===== src/rtl/cu_pkg.sv =====
// Shared types and constants for the hard-wired control sequencer: states,
// IR field positions, opcode/ALU encodings and the opcode classifier function.
package cu_pkg;

  typedef enum logic [3:0] {RST, T0, T1, T2, T3, T4, T5, T6, HALT} state_e;

  typedef enum logic [2:0] {
    CLS_ALU, CLS_IMM, CLS_MULDIV, CLS_NOP, CLS_HALT, CLS_ILLEGAL
  } op_class_e;

  localparam int OPCODE_MSB = 31;
  localparam int OPCODE_LSB = 27;
  localparam int RA_MSB     = 26;
  localparam int RA_LSB     = 23;
  localparam int RB_MSB     = 22;
  localparam int RB_LSB     = 19;
  localparam int RC_MSB     = 18;
  localparam int RC_LSB     = 15;

  localparam logic [4:0] OP_ADD  = 5'b00011;
  localparam logic [4:0] OP_SUB  = 5'b00100;
  localparam logic [4:0] OP_AND  = 5'b00101;
  localparam logic [4:0] OP_OR   = 5'b00110;
  localparam logic [4:0] OP_ROR  = 5'b00111;
  localparam logic [4:0] OP_ROL  = 5'b01000;
  localparam logic [4:0] OP_SHR  = 5'b01001;
  localparam logic [4:0] OP_SHL  = 5'b01011;
  localparam logic [4:0] OP_ADDI = 5'b01100;
  localparam logic [4:0] OP_ANDI = 5'b01101;
  localparam logic [4:0] OP_ORI  = 5'b01110;
  localparam logic [4:0] OP_MUL  = 5'b01111;
  localparam logic [4:0] OP_DIV  = 5'b10000;
  localparam logic [4:0] OP_NOP  = 5'b11010;
  localparam logic [4:0] OP_HALT = 5'b11011;

  localparam logic [4:0] ALU_ADD = 5'b00001;
  localparam logic [4:0] ALU_SUB = 5'b00010;
  localparam logic [4:0] ALU_AND = 5'b01000;
  localparam logic [4:0] ALU_OR  = 5'b01001;
  localparam logic [4:0] ALU_ROR = 5'b01010;
  localparam logic [4:0] ALU_ROL = 5'b01011;
  localparam logic [4:0] ALU_SHR = 5'b01100;
  localparam logic [4:0] ALU_SHL = 5'b01101;
  localparam logic [4:0] ALU_MUL = 5'b01110;
  localparam logic [4:0] ALU_DIV = 5'b01111;

  typedef struct packed {
    op_class_e  cls;
    logic [4:0] alu;
  } op_info_t;

  function automatic op_info_t decode_op(input logic [4:0] opcode);
    op_info_t info;
    info.cls = CLS_ILLEGAL;
    info.alu = '0;
    case (opcode)
      OP_ADD:  begin info.cls = CLS_ALU;    info.alu = ALU_ADD; end
      OP_SUB:  begin info.cls = CLS_ALU;    info.alu = ALU_SUB; end
      OP_AND:  begin info.cls = CLS_ALU;    info.alu = ALU_AND; end
      OP_OR:   begin info.cls = CLS_ALU;    info.alu = ALU_OR;  end
      OP_ROR:  begin info.cls = CLS_ALU;    info.alu = ALU_ROR; end
      OP_ROL:  begin info.cls = CLS_ALU;    info.alu = ALU_ROL; end
      OP_SHR:  begin info.cls = CLS_ALU;    info.alu = ALU_SHR; end
      OP_SHL:  begin info.cls = CLS_ALU;    info.alu = ALU_SHL; end
      OP_ADDI: begin info.cls = CLS_IMM;    info.alu = ALU_ADD; end
      OP_ANDI: begin info.cls = CLS_IMM;    info.alu = ALU_AND; end
      OP_ORI:  begin info.cls = CLS_IMM;    info.alu = ALU_OR;  end
      OP_MUL:  begin info.cls = CLS_MULDIV; info.alu = ALU_MUL; end
      OP_DIV:  begin info.cls = CLS_MULDIV; info.alu = ALU_DIV; end
      OP_NOP:  info.cls = CLS_NOP;
      OP_HALT: info.cls = CLS_HALT;
      default: info.cls = CLS_ILLEGAL;
    endcase
    return info;
  endfunction

endpackage


===== src/rtl/cu_decode.sv =====
// Combinational opcode classifier: maps the IR opcode field to an
// instruction class and the ALU operation code it requires.
module cu_decode
  import cu_pkg::*;
(
  input  logic [4:0] opcode,
  output op_class_e  cls,
  output logic [4:0] alu
);

  op_info_t info;

  assign info = decode_op(opcode);
  assign cls  = info.cls;
  assign alu  = info.alu;

endmodule


===== src/rtl/control_sequencer.sv =====
// Hard-wired control unit: fetch T0-T2, decode in T3, execute T4-T6.
// Optional ILLEGAL_TRAP_EN: unlisted opcodes halt and raise `illegal`.
module control_sequencer
  import cu_pkg::*;
#(
  parameter int NUM_REGS = 16,
  parameter int OPW      = 5
) (
  input  logic                clk,
  input  logic                clr,
  input  logic [31:0]         IR,
  output logic                PCout,
  output logic                Zlowout,
  output logic                ZHighout,
  output logic                MDRout,
  output logic                HIout,
  output logic                LOout,
  output logic                Cout,
  output logic                InPortout,
  output logic                MARin,
  output logic                PCin,
  output logic                MDRin,
  output logic                IRin,
  output logic                Yin,
  output logic                HIin,
  output logic                LOin,
  output logic                ZHIin,
  output logic                ZLOin,
  output logic                Cin,
  output logic                IncPC,
  output logic                Read,
  output logic                branch_flag,
  output logic [OPW-1:0]      operation,
  output logic [NUM_REGS-1:0] enableReg,
  output logic [NUM_REGS-1:0] Rout,
`ifdef ILLEGAL_TRAP_EN
  output logic                illegal,
`endif
  output logic                halted
);

  localparam logic [NUM_REGS-1:0] ONE = NUM_REGS'(1);

  state_e     state, next;
  op_class_e  cls;
  logic [4:0] alu;
  logic [3:0] ra, rb, rc;
  logic       unused_ir;

  assign ra        = IR[RA_MSB:RA_LSB];
  assign rb        = IR[RB_MSB:RB_LSB];
  assign rc        = IR[RC_MSB:RC_LSB];
  assign unused_ir = ^IR[RC_LSB-1:0];

  cu_decode u_decode (
    .opcode (IR[OPCODE_MSB:OPCODE_LSB]),
    .cls    (cls),
    .alu    (alu)
  );

  function automatic logic [NUM_REGS-1:0] onehot(input logic [3:0] idx);
    return ONE << (32'(idx) % NUM_REGS);
  endfunction

  always_ff @(posedge clk) begin
    if (clr) state <= RST;
    else     state <= next;
  end

  always_comb begin
    next        = state;
    PCout       = 1'b0;
    Zlowout     = 1'b0;
    ZHighout    = 1'b0;
    MDRout      = 1'b0;
    HIout       = 1'b0;
    LOout       = 1'b0;
    Cout        = 1'b0;
    InPortout   = 1'b0;
    MARin       = 1'b0;
    PCin        = 1'b0;
    MDRin       = 1'b0;
    IRin        = 1'b0;
    Yin         = 1'b0;
    HIin        = 1'b0;
    LOin        = 1'b0;
    ZHIin       = 1'b0;
    ZLOin       = 1'b0;
    Cin         = 1'b0;
    IncPC       = 1'b0;
    Read        = 1'b0;
    branch_flag = 1'b0;
    operation   = '0;
    enableReg   = '0;
    Rout        = '0;
    halted      = 1'b0;
    case (state)
      RST: next = T0;
      T0: begin
        PCout = 1'b1; MARin = 1'b1; IncPC = 1'b1; ZLOin = 1'b1;
        next  = T1;
      end
      T1: begin
        Zlowout = 1'b1; PCin = 1'b1; Read = 1'b1; MDRin = 1'b1;
        next    = T2;
      end
      T2: begin
        MDRout = 1'b1; IRin = 1'b1;
        next   = T3;
      end
      // IR holds the freshly fetched instruction from here on, so T3 decodes.
      T3: begin
        case (cls)
          CLS_ALU, CLS_IMM, CLS_MULDIV: begin
            Rout = onehot(rb);
            Yin  = 1'b1;
            next = T4;
          end
          CLS_HALT: next = HALT;
`ifdef ILLEGAL_TRAP_EN
          CLS_ILLEGAL: next = HALT;
`else
          CLS_ILLEGAL: next = T0;
`endif
          default: next = T0;
        endcase
      end
      T4: begin
        ZLOin     = 1'b1;
        operation = OPW'(alu);
        if (cls == CLS_IMM) Cout = 1'b1;
        else                Rout = onehot(rc);
        if (cls == CLS_MULDIV) ZHIin = 1'b1;
        next = T5;
      end
      T5: begin
        Zlowout = 1'b1;
        if (cls == CLS_MULDIV) begin
          LOin = 1'b1;
          next = T6;
        end else begin
          enableReg = onehot(ra);
          next      = T0;
        end
      end
      T6: begin
        ZHighout = 1'b1; HIin = 1'b1;
        next     = T0;
      end
      HALT: begin
        halted = 1'b1;
        next   = HALT;
      end
      default: next = RST;
    endcase
  end

`ifdef ILLEGAL_TRAP_EN
  always_ff @(posedge clk) begin
    if (clr)                                   illegal <= 1'b0;
    else if (state == T3 && cls == CLS_ILLEGAL) illegal <= 1'b1;
  end
`endif

endmodule

===== config.mk =====
export PLATFORM = sky130hd
export DESIGN_NAME = control_sequencer
export DESIGN_NICKNAME = d
export VERILOG_FILES = /design/src/rtl/cu_pkg.sv /design/src/rtl/cu_decode.sv /design/src/rtl/control_sequencer.sv
export SDC_FILE = /design/constraint.sdc
export NUM_CORES = 1
export LEC_CHECK = 0
export BUFFER_PORTS_ARGS = -buffer_cell sky130_fd_sc_hd__buf_4
export CAP_MARGIN = 20
export CORE_MARGIN = 1
export CORE_UTILIZATION = 40
export DETAILED_ROUTE_END_ITERATION = 8
export GPL_TIMING_DRIVEN = 0
export PLACE_DENSITY = 0.86
export SLEW_MARGIN = 5
export SYNTH_ARGS = -nofsm -noshare
export SYNTH_HDL_FRONTEND = slang
export SYNTH_SLANG_ARGS = --single-unit

===== constraint.sdc =====
create_clock -name clk -period 4.45 [get_ports clk]
set_input_delay 0.6675 -clock clk [delete_from_list [all_inputs] [get_ports clk]]
set_output_delay 0.6675 -clock clk [all_outputs]
set_load 0.02 [all_outputs]

After elaboration in Yosys (flattened, before gate mapping) --
Index checks and enable logic that the tools add are counted. Widths: inputs -> output; s select.
Word-level totals: logic and storage cells 67, register bits after elaboration 4, output and inout port bits 59
Cells by class: reductions and logical operators 12, mux-type cells 25, equal/unequal tests 26, shifts and indexed selects 3
Operator list (count):
- $mux 16 | 4
- $shl 1x4->16 const A | 3
- $pmux 4 s10 | 1
- $eq 5x4->1 const B | 7
- $pmux 16 s2 | 1
- $pmux 4 s8 | 1
- $eq 5x3->1 const B | 4
- $eq 4x3->1 const B | 4
- $eq 5x5->1 const B | 3
- $pmux 3 s5 | 1
- $mux 1 | 14
- $reduce_or 2->1 | 7
- $eq 4x2->1 const B | 2
- $pmux 4 s2 | 1
- $reduce_or 8->1 | 1
- $reduce_or 3->1 | 2
- $eq 5x2->1 const B | 1
- $mux 5 | 1
- $eq 4x1->1 const B | 1
- $eq 4x4->1 const B | 1
- $logic_not 4->1 | 1
- $eq 3x1->1 const B | 1
- $eq 3x2->1 const B | 1
- $eq 3x3->1 const B | 1
- other kinds (2) | 2

Longest topological paths before layout --
depth in word-level cells 7, depth in mapped cells 6

Cells and area by module --
Synthesis repeated with hierarchy kept, for this count alone.
Second synthesis, totals: cells, all modules 159, area, all modules 1131.1 um^2
By module, submodules not included:
- control_sequencer | sequential area each 80.1 um^2, area each 850.8 um^2, times used 1, cells each 122
- cu_decode | sequential area each 0.0 um^2, area each 280.3 um^2, times used 1, cells each 37

Worst setup path after synthesis --
OpenSTA, ideal clock, no wires.
path kind input port to output port, start input IR[27], end output Rout[0], arrival time 2.403 ns, setup slack 1.380 ns, stages on the path 5, cell sequence buf_6 or4b_4 a21oi_2 o21ai_2 o41ai_1
Between the ends: word-level cells in the longest chain between the ends 7, elaborated cells on any way between the ends 26
Ends and longest elaborated chain:
- start: declaration | RTL line control_sequencer.sv:11 | input logic [31:0] IR,
- $eq 5x2->1 (tied with other cells) | RTL line cu_pkg.sv:56 | case (opcode)
- $reduce_or 8->1 (no line) (tied with other cells)
- $pmux 3 s5 (*) | RTL line cu_pkg.sv:56
- $eq 3x1->1 (tied with other cells) | RTL line control_sequencer.sv:113, control_sequencer.sv:131
- $reduce_or 3->1 | RTL line control_sequencer.sv:113 | case (cls)
- $mux 16 | RTL line control_sequencer.sv:113
- $pmux 16 s2 (*) | RTL line control_sequencer.sv:97 | case (state)
- end: declaration | RTL line control_sequencer.sv:35 | output logic [NUM_REGS-1:0] Rout,
Mark *: on every way between the ends. The rest lies on a longest branch, timed or not.

Worst setup path in the final report --
start input IR[29], end output Rout[3]
Same word-level chain as after synthesis.

==> results.txt <==
----------------------------------------------------
[Timing]
  Final worst path period need ... about 3.1 ns
  Setup slack of the critical path after layout ... between 1 and 1.5 ns
  Worst Tran Pin Value ... ~0.8 ns
  Final Hold Vio Count ... 0
  RSZ-0062 raised after global routing ... no
  Fraction of the cycle the final worst path needs ... 0.702
  Final setup skew ... 0.000160 ns
  Max Clock Freq ... 320 MHz
  Endpoints failing setup ... 0
  Total Negative Setup Slacks ... 0 ns
  Rel. slew slack ... 0.453
  Final Max Slew Viols ... 0

[Flow run]
  Maximum Capacitance Violations ... 0

[GRT]
  Number of antenna violations at the first check in global routing ... 0
  Via count of the first global-routing pass ... 1086
  All-Layer GR Usage ... 0.234
  Global-route wire length before repair ... 4900 microns
  Maximum number of pins on one net before global-route repair ... 11
  Sum of overflow across all layers after global routing ... 0

[Floorplan]
  Number of rows created at floorplan ... 17
  Width of the die ... approximately 52 microns
  Core region area ... approximately 2300 sq um
  Starting Density ... 0.437
  Floorplan die height ... about 52 microns
  IO Pins ... just over 90
  Die outline area ... approximately 2700 sq um

[Drt]
  Wire length reported by the detailed router ... between 3000 and 4000 microns
  Via count normalized by instance count ... between 5 and 6
  Number of detailed-routing iterations run before antenna repair ... 4
  Number of design rule violations left after detail routing ... 0
  Via count ... approximately 1400
  Wire length per cell ... 12.2 microns
  DRT antenna net count ... 0
  Iter 0 DRT Violations ... 43

[Power]
  Highest ir drop seen on vdd ... between 100 and 150 uV
  Pwr per Cell Area ... ~120 nW/um^2
  Static Leakage ... between 0.0007 and 0.0008 uW

[CTS]
  Deepest level of the CTS H-tree ... 1
  Clock root buffer master ... clkbuf_4
  Clock tree buffer depth ... 2
  Total of hold buffers inserted after clock tree synthesis ... 0
  Clock edge transition at the registers on the reported setup and hold paths ... 0.04 ns
  Total clock buffers created by CTS ... 3
  Post-CTS repair timing setup buffer count ... 0
  Latest clock arrival within the worst-skew pair ... around 0.24 ns
  CTS tree ... built
  # clock sinks ... 4
  Count of instances resized after the clock tree is built ... 0

[Worst setup path]
  Crit path from ... IR[29]
  CP dominant cell by count ... buf_4
  Crit path buffers/inverters ... 3
  Kind of end point of the critical path ... output pin
  List of cells traversed by the critical path ... buf_4, clkbuf_1, and3b_1, a2111oi_1, nand3_1, o31ai_1, buf_4
  Worst setup path category ... primary input to output pin
  Master of the slowest instance on the critical path ... a2111oi_1
  CP peak stage delay ... a little under 0.8 ns
  RR Startpoint ... state[2]
  Maximum fanout encountered on the critical timing path ... 10
  Worst endpoint data arrival time ... about 2.5 ns
  Setup slack, reg-to-reg ... 3.07 ns
  Cell type group with the largest total delay on the critical path ... compound AO/OA/AOI/OAI gates
  Type of element launching the critical path ... primary input
  WP data required ... 3.78 ns

[Placed design]
  Worst slack, placed ... 1.37 ns
  Final weighted congestion of routability-driven global placement ... about 0.94
  Instance count after placement with tap cells included ... 256
  Placed wire-length estimate ... 2480 microns
  Number of buffer cells added on primary ports ... just under 70

[Synthesis]
  Synth cell count leaders ... nor2_1 (25), nand2b_1 (16), nand2_1 (13)
  Number of storage elements in the synthesis netlist ... 4
  Proportion of synthesized chip area in sequential cells ... 0.0798
  Count of flip-flops with a built-in enable after synthesis ... 0
  Dominant cell type by area after synthesis ... nand2b_1
  Top cell type's share of synthesized area ... 0.0998
  Main area contributors after synthesis ... nand2b_1 (10%), nor2_1 (9.4%), buf_4 (9.0%), dfxtp_1 (8.0%), o32ai_1 (5.2%)
  Synth Cell Area ... about 1000 sq um
  Most common flop cell mapped by yosys ... dfxtp_1
  Most instantiated library cell after synthesis ... nor2_1
  Count of cell types in the netlist ... 43
  Count of synthesis-stage warnings from yosys ... 0
  Syn_area_per_cell ... 6.47 sq um
  Fraction of registers with async set or reset after synthesis ... 0
  Gate Count Post-Synth ... 155

[Hold path]
  Hold wc startpoint ... clr
  Tightest Hold Check Type ... primary input to flip-flop

[Run status]
  Outcome ... finished, final reports clean

[Layout]
  Antenna cell count ... 0
  Growth of design area from synthesis to finish ... 58.5%
  Largest regs ... state x4
  Share of cells above drive strength 1 ... 0.407
  Count of nets after finishing ... 267
  Number of flip-flops under the largest register name ... 4
  Number of non-filler instances in the completed layout ... ~260
  Most flops, register ... state

----------------------------------------------------
==> final timing paths <==
kind	to	depth (start not counted)
setup reg to reg	state[2]	6
hold / removal	state[0]	2
hold reg to reg	state[1]	2
setup / recovery	Rout[3]	7
==> final cells by class <==
type	count	area [sq um]
Sequential cell	4	80.1
Buffer	20	138
Inverter	6	22.5
Multi-Input combinational cell	130	782
Fill cell	226	707
Tap cell	28	35.0
Timing Repair Buffer	68	510
Clock buffer	3	22.5
==> metrics by stage <==
step	util	hold slack, ns	instance area (sq um)	power, uW
after floorplan	-	0.562	1020	105
after global placement	0.682	0.622	1570	141
after detailed placement	0.682	0.634	1570	142
after CTS	0.692	0.615	1590	189
after global routing	0.692	0.633	1590	200
final	0.692	0.624	1590	189
==> logic make-up after synthesis <==
family / Yosys count / synth area share
compound gates: 36 / 0.268
xor+xnor: 1 / 0.00873
buf+inv: 26 / 0.160
flops: 4 / 0.0798
mux: 2 / 0.0200
other cells: 1 / 0.00374
simple gates: 85 / 0.460
==> metal layers <==
layer  vias up  global-route usage  part of all wire
met5         -                   0                 0
met4         0              0.0721            0.0025
met3         2              0.0117             0.067
met2        63               0.355              0.47
met1       626               0.345              0.46
li1        705                   -                 -
==> where the power goes <==
group / switching [uW] / internal (uW) / leakage, uW / total, uW
clock: 16.0 / 30.2 / 0.0000138 / 46.2
combinational: 56.4 / 44.8 / 0.000701 / 101
sequential: 3.53 / 38.2 / 0.0000328 / 41.7
total: 75.9 / 113 / 0.000748 / 189
==> cell usage in the layout, fill, tap and decap left out, types with 4 or more instances in the layout <==
cell,instances
o31ai_1,4
conb_1,6
a21oi_1,6
o32ai_1,6
nor2_1,25
dfxtp_1,4
nand4b_1,4
buf_4,80
clkbuf_1,4
inv_1,6
o22ai_1,4
nor3_1,8
nand2b_1,16
nand2_1,13
Note: power is estimated with default switching activity, not from simulation.
